===== config.mk =====
export PLATFORM = sky130hd
export DESIGN_NAME = pipe_hazard_ctrl
export DESIGN_NICKNAME = d
export VERILOG_FILES = /design/src/rtl/pipe_hazard_ctrl.sv
export SDC_FILE = /design/constraint.sdc
export NUM_CORES = 1
export LEC_CHECK = 0
export CORE_MARGIN = 5
export CORE_UTILIZATION = 52
export CTS_BUF_LIST = sky130_fd_sc_hd__clkbuf_4 sky130_fd_sc_hd__clkbuf_8 sky130_fd_sc_hd__clkbuf_16
export CTS_CLUSTER_SIZE = 30
export DETAILED_ROUTE_END_ITERATION = 8
export PLACE_DENSITY = 0.89
export RECOVER_POWER = 50
export SLEW_MARGIN = 40
export SYNTH_ARGS = -nofsm -noshare
export SYNTH_HDL_FRONTEND = slang
export SYNTH_SLANG_ARGS = --single-unit

===== constraint.sdc =====
create_clock -name clk -period 4.3 [get_ports clk]
set_clock_uncertainty 0.1 [all_clocks]
set_input_delay 0.43 -clock clk [delete_from_list [all_inputs] [get_ports clk]]
set_output_delay 0.43 -clock clk [all_outputs]
set_load 0.005 [all_outputs]

===== src/rtl/pipe_hazard_ctrl.sv =====
// Pipeline hazard controller: derives stall/bubble controls for a five-stage
// Y86-style pipeline from the D/E/M/W stage contents, sequences the fixed
// fetch stall that follows a ret, halts on write-back exceptions and keeps
// saturating stall/bubble performance counters.
module pipe_hazard_ctrl #(
  parameter int unsigned RET_WAIT_CYCLES = 3,
  parameter int unsigned CNT_W           = 32
) (
  input  logic             clk,
  input  logic             rst,
  input  logic [3:0]       icode_d,
  input  logic [3:0]       icode_e,
  input  logic [3:0]       icode_m,
  input  logic [3:0]       srcA_d,
  input  logic [3:0]       srcB_d,
  input  logic [3:0]       dstM_e,
  input  logic             cnd_e,
  input  logic [2:0]       stat_m,
  input  logic [2:0]       stat_w,
  output logic             stall_f,
  output logic             stall_d,
  output logic             bubble_d,
  output logic             bubble_e,
  output logic             bubble_m,
  output logic             stall_w,
  output logic             cc_en,
  output logic [1:0]       state,
  output logic             halted,
  output logic [CNT_W-1:0] stall_cnt,
  output logic [CNT_W-1:0] bubble_cnt
);

  localparam logic [3:0] I_MRMOVQ = 4'h5;
  localparam logic [3:0] I_JXX    = 4'h7;
  localparam logic [3:0] I_RET    = 4'h9;
  localparam logic [3:0] I_POPQ   = 4'hB;
  localparam logic [3:0] R_NONE   = 4'hF;
  localparam logic [2:0] S_AOK    = 3'd1;

  // The ret cycle seen in RUN is the first stall cycle; RET_WAIT covers the rest.
  localparam bit         RET_MULTI = (RET_WAIT_CYCLES > 1);
  localparam logic [3:0] RET_LOAD  = 4'(RET_WAIT_CYCLES - 1);

  typedef enum logic [1:0] {
    ST_RUN      = 2'd0,
    ST_RET_WAIT = 2'd1,
    ST_HALTED   = 2'd2
  } state_t;

  state_t     state_q, state_nx;
  logic [3:0] ret_cnt_q, ret_cnt_nx;

  logic load_use, mispredict, ret_d, m_exc, w_exc;

  // icode_m is part of the pipeline-register view but no rule depends on it.
  logic unused_icode_m;
  assign unused_icode_m = ^icode_m;

  // Hazard condition terms from the current pipeline contents.
  always_comb begin
    load_use   = ((icode_e == I_MRMOVQ) || (icode_e == I_POPQ)) &&
                 (dstM_e != R_NONE) &&
                 ((dstM_e == srcA_d) || (dstM_e == srcB_d));
    mispredict = (icode_e == I_JXX) && !cnd_e;
    ret_d      = (icode_d == I_RET);
    m_exc      = (stat_m != S_AOK);
    w_exc      = (stat_w != S_AOK);
  end

  // Mealy control outputs and next-state/ret-countdown selection.
  always_comb begin
    stall_f    = 1'b0;
    stall_d    = 1'b0;
    bubble_d   = 1'b0;
    bubble_e   = 1'b0;
    bubble_m   = m_exc | w_exc;
    stall_w    = w_exc;
    cc_en      = ~(m_exc | w_exc);
    state_nx   = state_q;
    ret_cnt_nx = ret_cnt_q;

    unique case (state_q)
      ST_RUN: begin
        stall_f  = load_use | ret_d;
        stall_d  = load_use;
        bubble_d = mispredict | (ret_d & ~load_use);
        bubble_e = mispredict | load_use;
        if (w_exc) begin
          state_nx   = ST_HALTED;
          ret_cnt_nx = '0;
        end else if (RET_MULTI && ret_d && !load_use && !mispredict) begin
          state_nx   = ST_RET_WAIT;
          ret_cnt_nx = RET_LOAD;
        end
      end

      ST_RET_WAIT: begin
        stall_f    = 1'b1;
        bubble_d   = 1'b1;
        ret_cnt_nx = ret_cnt_q - 4'd1;
        if (w_exc) begin
          state_nx   = ST_HALTED;
          ret_cnt_nx = '0;
        end else if (ret_cnt_q == 4'd1) begin
          state_nx = ST_RUN;
        end
      end

      ST_HALTED: begin
        stall_f  = 1'b1;
        stall_d  = 1'b1;
        stall_w  = 1'b1;
        bubble_e = 1'b1;
        bubble_m = 1'b1;
        bubble_d = 1'b0;
        cc_en    = 1'b0;
      end

      default: begin
        state_nx   = ST_RUN;
        ret_cnt_nx = '0;
      end
    endcase
  end

  // Control state register; reset returns to RUN immediately.
  always_ff @(posedge clk or posedge rst) begin
    if (rst) begin
      state_q   <= ST_RUN;
      ret_cnt_q <= '0;
    end else begin
      state_q   <= state_nx;
      ret_cnt_q <= ret_cnt_nx;
    end
  end

  // Saturating stall/bubble performance counters.
  always_ff @(posedge clk or posedge rst) begin
    if (rst) begin
      stall_cnt  <= '0;
      bubble_cnt <= '0;
    end else begin
      if (stall_f && (stall_cnt != '1))
        stall_cnt <= stall_cnt + CNT_W'(1);
      if ((bubble_d || bubble_e) && (bubble_cnt != '1))
        bubble_cnt <= bubble_cnt + CNT_W'(1);
    end
  end

  assign state  = state_q;
  assign halted = (state_q == ST_HALTED);

endmodule


==> impl_results.md <==
* Run status: finished, violations left
* Failing checks: max-capacitance violations, max-slew violations
* Average detailed-routed wire length per instance at 16.12 um
* Cell depth of the worst flop-to-flop path at 7
* Startpoint of the lowest-slack register-to-register path: bubble_cnt[0]$_DFFE_PP0P_
* Number of unique standard cell types used by synthesis at 40
* Site Rows at 31
* Yosys warning count at 0
* Detailed-route via count at 3317
* Total congestion overflow at 0
* Final standard cell count with taps included and fillers excluded at 591
* Arrival time worst endpoint at 2960 ps
* Tcrit/Tclk final at 0.8105
* Sequential share of the synthesized area at 0.4676
* Flip-flop and latch count after synthesis at 70
* Root Buffer Master: sky130_fd_sc_hd__clkbuf_8
* Setup Viol. Count Final at 0
* Number of instances in the synthesized netlist at 378
* CTS sink count at 70
* Final critical delay including setup and external delays at 3485 ps
* Power per cell area at 427.0 nW/um^2
* Total number of H-tree levels at 3
* Flop pwr share at 0.380
* Final hold slack at 379.6 ps
* Hold-critical path depth at 1
* Number of enable flip-flop cells after synthesis at 0
* Width of the chip at 94.88 um
* Max-Slew Margin vs Limit at -0.3961
* Initial antenna violation count at 0
* Final WL at 9.527 mm
* CP max FO at 15
* Port bufs at 102
* Largest net degree at the start of global routing at 49
* Fmax achieved at 286.9 MHz
* Final weighted congestion of routability-driven global placement at 0.8358
* Final sum of negative setup slack at 0 ps
* Total number of nets in the final design at 528
* RSZ-0062 raised after global routing: no
* Total design power at 2.180 mW
* Final-report max-slew violation count at 49
* Combinational group share of total power at 0.328
* TritonRoute pass-1 iters at 5
* Total global-route track usage at 0.2189
* Cell leakage power at 2.359 nW
* Post-cts sizing count at 0
* Area enclosed by the die boundary at 9001 sq um
* Worst slew pin tran at 2083 ps
* Remaining design rule violation count at 0
* Switching power total at 0.7204 mW
* Hold Startpoint: bubble_cnt[14]$_DFFE_PP0P_
* Dominant cell by count in the synthesized netlist: sky130_fd_sc_hd__dfrtp_1
* Number of DRC markers after the initial detailed-route iteration at 197
* Synth-to-layout area growth at 36.27%
* Type of the tightest min-delay check: register to register
* Cells taking the most area after synthesis: sky130_fd_sc_hd__dfrtp_1 (47%), sky130_fd_sc_hd__xor2_1 (11%), sky130_fd_sc_hd__xnor2_1 (5.1%)
* Cell internal pwr at 1.459 mW
* Post-synthesis instance area at 3746 sq um
* Worst EP required at 3770 ps
* Die Span Y at 94.88 um
* Fin area at 5105 sq um
* Total placed instance area at 4868 sq um
* Global-route wire length before repair at 15.68 mm
* Final HPWL DP at 7.034 mm
* Initial standard-cell utilization of the core at 0.5249
* Cell count after placement at 575
* Mean number of vias per cell at 5.613
* Launching element of the worst setup path: dstM_e[0]
* Async S/R FF share, synth at 1.000
* Classification of the worst setup path: input pin to output port
* Number of endpoints with negative hold slack in the final report at 0
* Net count of the mapped netlist at 419
* CTS buffer count at 9
* Mean cell area of the mapped netlist at 9.910 sq um
* Core area at 7137 sq um
* Worst-Skew Late Latency at 340 ps
* Largest area contributor in the synthesized netlist: sky130_fd_sc_hd__dfrtp_1
* Post-CTS setup-driven buffer insertion count at 0
* Number of diodes at 0
* Endpoint kind of the worst setup timing path: output port
* Ranking of synthesized cells by instance count: sky130_fd_sc_hd__dfrtp_1 (70), sky130_fd_sc_hd__xor2_1 (47), sky130_fd_sc_hd__nand2_1 (31)
* Number of top-level design ports at 107
* Switch share at 0.3305
* Total of hold buffers inserted after clock tree synthesis at 0
* Top_reg_cell synth: sky130_fd_sc_hd__dfrtp_1
* Via count of the first global-routing pass at 3313
* TritonCTS clock tree: yes
* Fraction of power consumed by the clock network at 0.292
* Fraction of final layout cells with drive strength greater than 1 at 0.05488
* Peak VDD IR at 327.7 uV
* Post-DRT Antenna Nets at 0
* Clock transition at the registers of the reported paths at 70 ps
* Critical path launch point type: input pin
* MaxCap Viol Count at 1
* Area fraction of the dominant cell type after synthesis at 0.4676
* Deepest clock path buffer count at 2
==> worst max-delay path, stage by stage <==
cell	delay, ps
sky130_fd_sc_hd__clkdlybuf4s50_1	480
sky130_fd_sc_hd__xor2_1	200
sky130_fd_sc_hd__nor4_1	430
sky130_fd_sc_hd__o21a_1	280
sky130_fd_sc_hd__a31oi_1	140
sky130_fd_sc_hd__inv_1	390
sky130_fd_sc_hd__clkdlybuf4s50_1	600
==> power by group through the flow <==
stage | Clock (mW) | Combinational, mW | Sequential (mW)
floorplan | 0 | 0.423 | 0.827
global placement | 0 | 0.690 | 0.834
detailed placement | 0 | 0.718 | 0.837
CTS | 0.646 | 0.724 | 0.826
global route | 0.677 | 0.790 | 0.844
finish | 0.637 | 0.715 | 0.828
==> metal layers <==
metal | GRT usage | routed length [um] | vias to the layer above
met5 | 0 | 0 | -
met4 | 0.06611 | 133 | 0
met3 | 0.05100 | 586 | 13
met2 | 0.3782 | 4853 | 105
met1 | 0.2719 | 3953 | 1639
li1 | - | - | 1560
==> final timing paths <==
check | end | slack, ps
max | stall_f | 810
min | bubble_cnt[14]$_DFFE_PP0P_ | 380
max reg2reg | bubble_cnt[1]$_DFFE_PP0P_ | 1050
min reg2reg | bubble_cnt[14]$_DFFE_PP0P_ | 380
max in group asynchronous | bubble_cnt[19]$_DFFE_PP0P_ | 1270
min in group asynchronous | stall_cnt[18]$_DFFE_PP0P_ | 990
==> cell type report <==
class	instances	area (sq um)
Clock buffer	10	131.4
Clock inverter	6	110.1
Fill cell	564	2032
Inverter	21	80.08
Multi-Input combinational cell	279	1861
Sequential cell	70	1752
Tap cell	99	123.9
Timing Repair Buffer	106	1047
==> cells in the final DEF, fill, tap and decap left out, types with 6 or more instances in the layout <==
cell type                         count
sky130_fd_sc_hd__dfrtp_1             70
sky130_fd_sc_hd__clkdlybuf4s50_1     64
sky130_fd_sc_hd__xor2_1              47
sky130_fd_sc_hd__dlygate4sd3_1       38
sky130_fd_sc_hd__nand2_1             31
sky130_fd_sc_hd__nor4_1              24
sky130_fd_sc_hd__xnor2_1             22
sky130_fd_sc_hd__nand3_1             20
sky130_fd_sc_hd__nor3_1              20
sky130_fd_sc_hd__inv_1               20
sky130_fd_sc_hd__nor2_1              19
sky130_fd_sc_hd__nand4_1             18
sky130_fd_sc_hd__clkbuf_8             9
sky130_fd_sc_hd__o21ai_0              8
sky130_fd_sc_hd__ha_1                 8
sky130_fd_sc_hd__and4_1               7
sky130_fd_sc_hd__a21oi_1              7
sky130_fd_sc_hd__and3_1               6
==> sequential cells by signal, indices dropped and copies added, names as in the netlist <==
signal,flops
bubble_cnt,32
stall_cnt,32
ret_cnt_q,4
state,2
==> through the flow <==
| step | worst slack (ps) | util |
|---|---|---|
| 2_1_floorplan | 1609 | - |
| 3_3_place_gp | 895.3 | 0.6818 |
| 3_5_place_dp | 831.9 | 0.6822 |
| 4_1_cts | 815.1 | 0.7160 |
| 5_1_grt | 579.8 | 0.7153 |
| 6_report | 814.7 | 0.7153 |
==> cells by family (layout without fill, tap and decap cells) <==
logic type / Yosys count / after routing / synth area share
simple gates: 172 / 172 / 0.2535
flops: 70 / 70 / 0.4676
fa+ha+maj: 8 / 8 / 0.02672
compound gates: 27 / 27 / 0.04609
buf+inv: 29 / 143 / 0.03574
xor+xnor: 69 / 69 / 0.1613
mux: 3 / 3 / 0.009017
Note: power is estimated with default switching activity, not from simulation.
